<file path="src/rtl/tdm_pkg.sv">
// Shared types and constants for the 4-slot TDM receive path.
package tdm_pkg;
  typedef enum logic {HUNT = 1'b0, LOCKED = 1'b1} state_t;

  localparam int NUM_CH = 4;
  localparam int SLOT_W = 2;

  localparam logic [SLOT_W-1:0] SLOT_A = 2'd0;
  localparam logic [SLOT_W-1:0] SLOT_B = 2'd1;
  localparam logic [SLOT_W-1:0] SLOT_C = 2'd2;
  localparam logic [SLOT_W-1:0] SLOT_D = 2'd3;
endpackage

</file>
<file path="src/rtl/tdm_slot_ctr.sv">
// Slot index counter: wraps 3->0, loads 1 on a sync beat, clears on lost alignment.
module tdm_slot_ctr
  import tdm_pkg::*;
(
  input  logic              clk,
  input  logic              rst_n,
  input  logic              en,
  input  logic              load1,
  input  logic              clr,
  output logic [SLOT_W-1:0] cnt
);

  always_ff @(posedge clk or negedge rst_n) begin
    if (!rst_n) begin
      cnt <= SLOT_A;
    end else if (en) begin
      if (clr)        cnt <= SLOT_A;
      else if (load1) cnt <= SLOT_B;
      else            cnt <= cnt + SLOT_W'(1);
    end
  end

endmodule

</file>
<file path="src/rtl/tdm_demux4.sv">
// TDM receive demux: collects four slot words into one parallel frame with
// frame_valid / frame_err strobes and a HUNT/LOCKED alignment FSM.
module tdm_demux4
  import tdm_pkg::*;
#(
  parameter int WIDTH = 1
) (
  input  logic                    clk,
  input  logic                    rst_n,
  input  logic [WIDTH-1:0]        din,
  input  logic                    din_valid,
  input  logic                    frame_sync,
  output logic [NUM_CH*WIDTH-1:0] frame_data,
  output logic                    frame_valid,
  output logic                    frame_err,
  output logic                    locked,
  output logic [SLOT_W-1:0]       slot
);

  state_t           state;
  logic [WIDTH-1:0] sh_a, sh_b, sh_c;
  logic             ctr_en, ctr_load1, ctr_clr;

  // A beat moves the counter whenever it is accepted or breaks alignment;
  // beats discarded while hunting leave it parked at 0.
  assign ctr_en    = din_valid && (state == LOCKED || frame_sync);
  assign ctr_load1 = frame_sync;
  assign ctr_clr   = (state == LOCKED) && (slot == SLOT_A) && !frame_sync;

  tdm_slot_ctr u_slot_ctr (
    .clk   (clk),
    .rst_n (rst_n),
    .en    (ctr_en),
    .load1 (ctr_load1),
    .clr   (ctr_clr),
    .cnt   (slot)
  );

  assign locked = (state == LOCKED);

  always_ff @(posedge clk or negedge rst_n) begin
    if (!rst_n) begin
      state       <= HUNT;
      sh_a        <= '0;
      sh_b        <= '0;
      sh_c        <= '0;
      frame_data  <= '0;
      frame_valid <= 1'b0;
      frame_err   <= 1'b0;
    end else begin
      frame_valid <= 1'b0;
      frame_err   <= 1'b0;
      if (din_valid) begin
        case (state)
          HUNT: begin
            if (frame_sync) begin
              sh_a  <= din;
              state <= LOCKED;
            end
          end
          LOCKED: begin
            if (frame_sync) begin
              // Sync anywhere but slot 0 drops the partial frame and restarts.
              if (slot != SLOT_A) frame_err <= 1'b1;
              sh_a <= din;
            end else begin
              case (slot)
                SLOT_A: begin
                  frame_err <= 1'b1;
                  state     <= HUNT;
                end
                SLOT_B: sh_b <= din;
                SLOT_C: sh_c <= din;
                default: begin
                  frame_data  <= {din, sh_c, sh_b, sh_a};
                  frame_valid <= 1'b1;
                end
              endcase
            end
          end
          default: state <= HUNT;
        endcase
      end
    end
  end

endmodule

</file>
<file path="config.mk">
export PLATFORM = sky130hd
export DESIGN_NAME = tdm_demux4
export DESIGN_NICKNAME = d
export VERILOG_FILES = /design/src/rtl/tdm_pkg.sv /design/src/rtl/tdm_slot_ctr.sv /design/src/rtl/tdm_demux4.sv
export SDC_FILE = /design/constraint.sdc
export NUM_CORES = 1
export LEC_CHECK = 0
export CAP_MARGIN = 20
export CORE_MARGIN = 8
export CORE_UTILIZATION = 40
export DETAILED_ROUTE_END_ITERATION = 16
export PLACE_DENSITY_LB_ADDON = 0.12
export RECOVER_POWER = 100
export SETUP_SLACK_MARGIN = 0.15
export SLEW_MARGIN = 20
export SYNTH_ARGS = -nofsm -noshare
export SYNTH_HDL_FRONTEND = slang
export SYNTH_HIERARCHICAL = 1
export SYNTH_SLANG_ARGS = --single-unit
</file>
<file path="constraint.sdc">
create_clock -name clk -period 2.1 [get_ports clk]
set_clock_uncertainty 0.15 [all_clocks]
set_input_delay 0.42 -clock clk [delete_from_list [all_inputs] [get_ports clk]]
set_output_delay 0.42 -clock clk [all_outputs]
set_load 0.01 [all_outputs]
</file>
==> metrics.yaml <==
status: "complete, no violations"
area_growth_pct: 27.8
syn-num-nets: 51
ys_ff_latch: 12
syn-cell-area_sq_um: 553
clk_path_buf_depth: 2
fmax_mhz: 519
crit_cells: 1
vias: 382
path_cells: "dlygate4sd3_1"
post_drt_wl_per_cell_um: 12.6
drc: 0
grt_usage: 0.0803
end_kind: "output pin"
critPathBufInv: 1
grt_remaining_overflow: 0
cp_data_arrival_time_ns: 1.36
period_share: 0.917
cts-root-buf: "clkbuf_4"
period_needed_ns: 1.93
antenna_found_initial: 0
holdPathStages: 1
final_cell_mix: "dfrtp_1, dlygate4sd3_1, inv_1, nand2_1, mux2_2"
avgSynthCellArea_sq_um: 12.3
final_hold_viol_count: 0
min_path_type: "flop to flop"
synth_area_leaders: "dfrtp_1, mux2_4, mux2_2"
synth.distinct_cells: 15
io_pins: 14
power.density_nw_per_um2: 1230
rsz0062_at_grt: "false"
p_leak_nw: 0.332
worstSetupPathType: "flop to output pin"
synth_compound_area_frac: 0.0588
wirelength_um: 986
grt_pass1_vias: 400
synthAdderAreaFrac: 0.0226
clk_pin_slew_worst_paths_ns: 0.06
cpPeakStageDelay_ns: 0.64
setup_slack_ns: 0.174
synth_top_family_by_area: "multiplexers"
drive_gt1_frac: 0.159
cts_tree: "built"
detailed_place_hpwl_um: 805
postRouteAntennaNets: 0
setup_violations: 0
core_area_sq_um: 1300
synth_xor_area_frac: 0
critical-path-top-delay-family: "buffers and inverters"
synth_top_area_cell: "dfrtp_1"
grt_pass1_wl_um: 1710
fin_nets: 71
start_util: 0.425
portBuffers: 13
synthMuxAreaShare: 0.210
clkSinkCount: 12
cts_made_buffers: 3
yosys_warnings: 6
whs_endpoint: "frame_data[2]"
hp-start: "frame_data[2]"
cp_data_required_time_ns: 1.53
instances_no_fill: 78
grt_max_degree: 13
drv_cap: 0
diodes: 0
layout_commonest_cell: "dfrtp_1"
slew-limit-headroom: 0.658
path_max_fanout: 7
die_w_um: 53.2
postSynthCellCount: 45
drt_first_pass_iters: 4
dp_slack_ns: 0.0142
htree_levels: 1
reg2regPathDepth: 3
yosysTopAreaCellShare: 0.543
fp.dieArea_sq_um: 2830
clk_latency_ns: 0.26
yosysSeqAreaShare: 0.543
worstReg2RegStart: "u_slot_ctr/cnt[1]"
cp-start-kind: "flop"
fp.dieH_um: 53.2
tightestPinTransition_ns: 0.512
slew_viol_final: 0
r2r_slack_ns: 0.50
gp_congestion: 0.717
first_iter_violations: 12
setup_tns_ns: 0
placed_cells: 75
reg2reg_to: "frame_data[0]"
rows: 13
ir_drop_uv: 556
drt-vias-per-instance: 4.90
yosys.area_share.simple: 0.111
critical-path-slowest-cell: "dlygate4sd3_1"
-- how the worst max path moves through the flow --
stage                            startpoint             to  slack (ns)
after global placement           frame_sync  frame_data[0]        0.04
after CTS                 u_slot_ctr/cnt[0]        slot[0]        0.19
after detailed placement         frame_sync  frame_data[1]        0.01
after global routing      u_slot_ctr/cnt[1]        slot[1]        0.11
after floorplan                  frame_sync  frame_data[0]        0.50
final                     u_slot_ctr/cnt[1]        slot[1]        0.17
-- state kept, by name, summed over array words and instances, names as in the netlist --
register        count
sh_c                1
locked              1
frame_valid         1
frame_data          4
u_slot_ctr/cnt      2
sh_b                1
sh_a                1
frame_err           1
-- repair_timing --
item,in CTS,in global routing
gates resized for setup,0,1
hold buffers,0,0
setup endpoints to repair,0,1
endpoints found under the hold margin,0,0
buffers inserted,0,0
-- worst reg2reg max path, stage by stage (launching register included) --
cell and delay [ns]:
dfrtp_1 0.45, inv_1 0.06, or3_1 0.47, mux2_1 0.36
-- logic make-up (layout without fill, tap and decap cells) --
kind of cell | after synthesis | count (layout)
flip-flops | 12 | 12
AND/OR/NAND/NOR | 12 | 12
multiplexers | 9 | 9
buffers and inverters | 6 | 24
AO/OA/AOI/OAI | 5 | 5
adder cells (fa/ha/maj) | 1 | 1
-- Yosys cell counts, drive strengths merged --
library cell / number
nand2b: 1
mux2: 9
o21a: 1
a21oi: 2
nand2: 5
or3: 1
dfrtp: 12
a31oi: 1
nor3: 3
buf: 1
inv: 5
ha: 1
nor2: 2
o32ai: 1
-- final cells by class --
| type | instances | area (sq um) |
|---|---|---|
| Tap cell | 15 | 18.8 |
| Sequential cell | 12 | 302 |
| Multi-Input combinational cell | 27 | 200 |
| Inverter | 5 | 18.8 |
| Timing Repair Buffer | 16 | 145 |
| Fill cell | 140 | 594 |
| Clock buffer | 3 | 22.5 |
-- metrics by stage --
step	hold slack [ns]	area, sq um	utilization	power [W]
after floorplan	-0.0256	553	-	0.000617
after global placement	0.345	713	0.548	0.000823
after detailed placement	0.348	713	0.548	0.000830
after CTS	0.360	736	0.565	0.000963
after global routing	0.380	707	0.543	0.000938
final	0.352	707	0.543	0.000871
-- where the power goes --
part	internal [W]	switching, W	total (W)
Combinational	0.000194	0.000139	0.000333
Sequential	0.000328	0.0000780	0.000406
Clock	0.0000662	0.0000655	0.000132
Total	0.000588	0.000283	0.000871
-- metal layers --
| metal | GRT usage | vias up | part of all wire |
|---|---|---|---|
| met2 | 0.125 | 15 | 0.43 |
| met5 | 0 | - | 0 |
| li1 | - | 191 | - |
| met3 | 0.0280 | 2 | 0.10 |
| met1 | 0.0961 | 174 | 0.46 |
| met4 | 0.0378 | 0 | 0.0091 |
(Power assumes the default switching activity.)
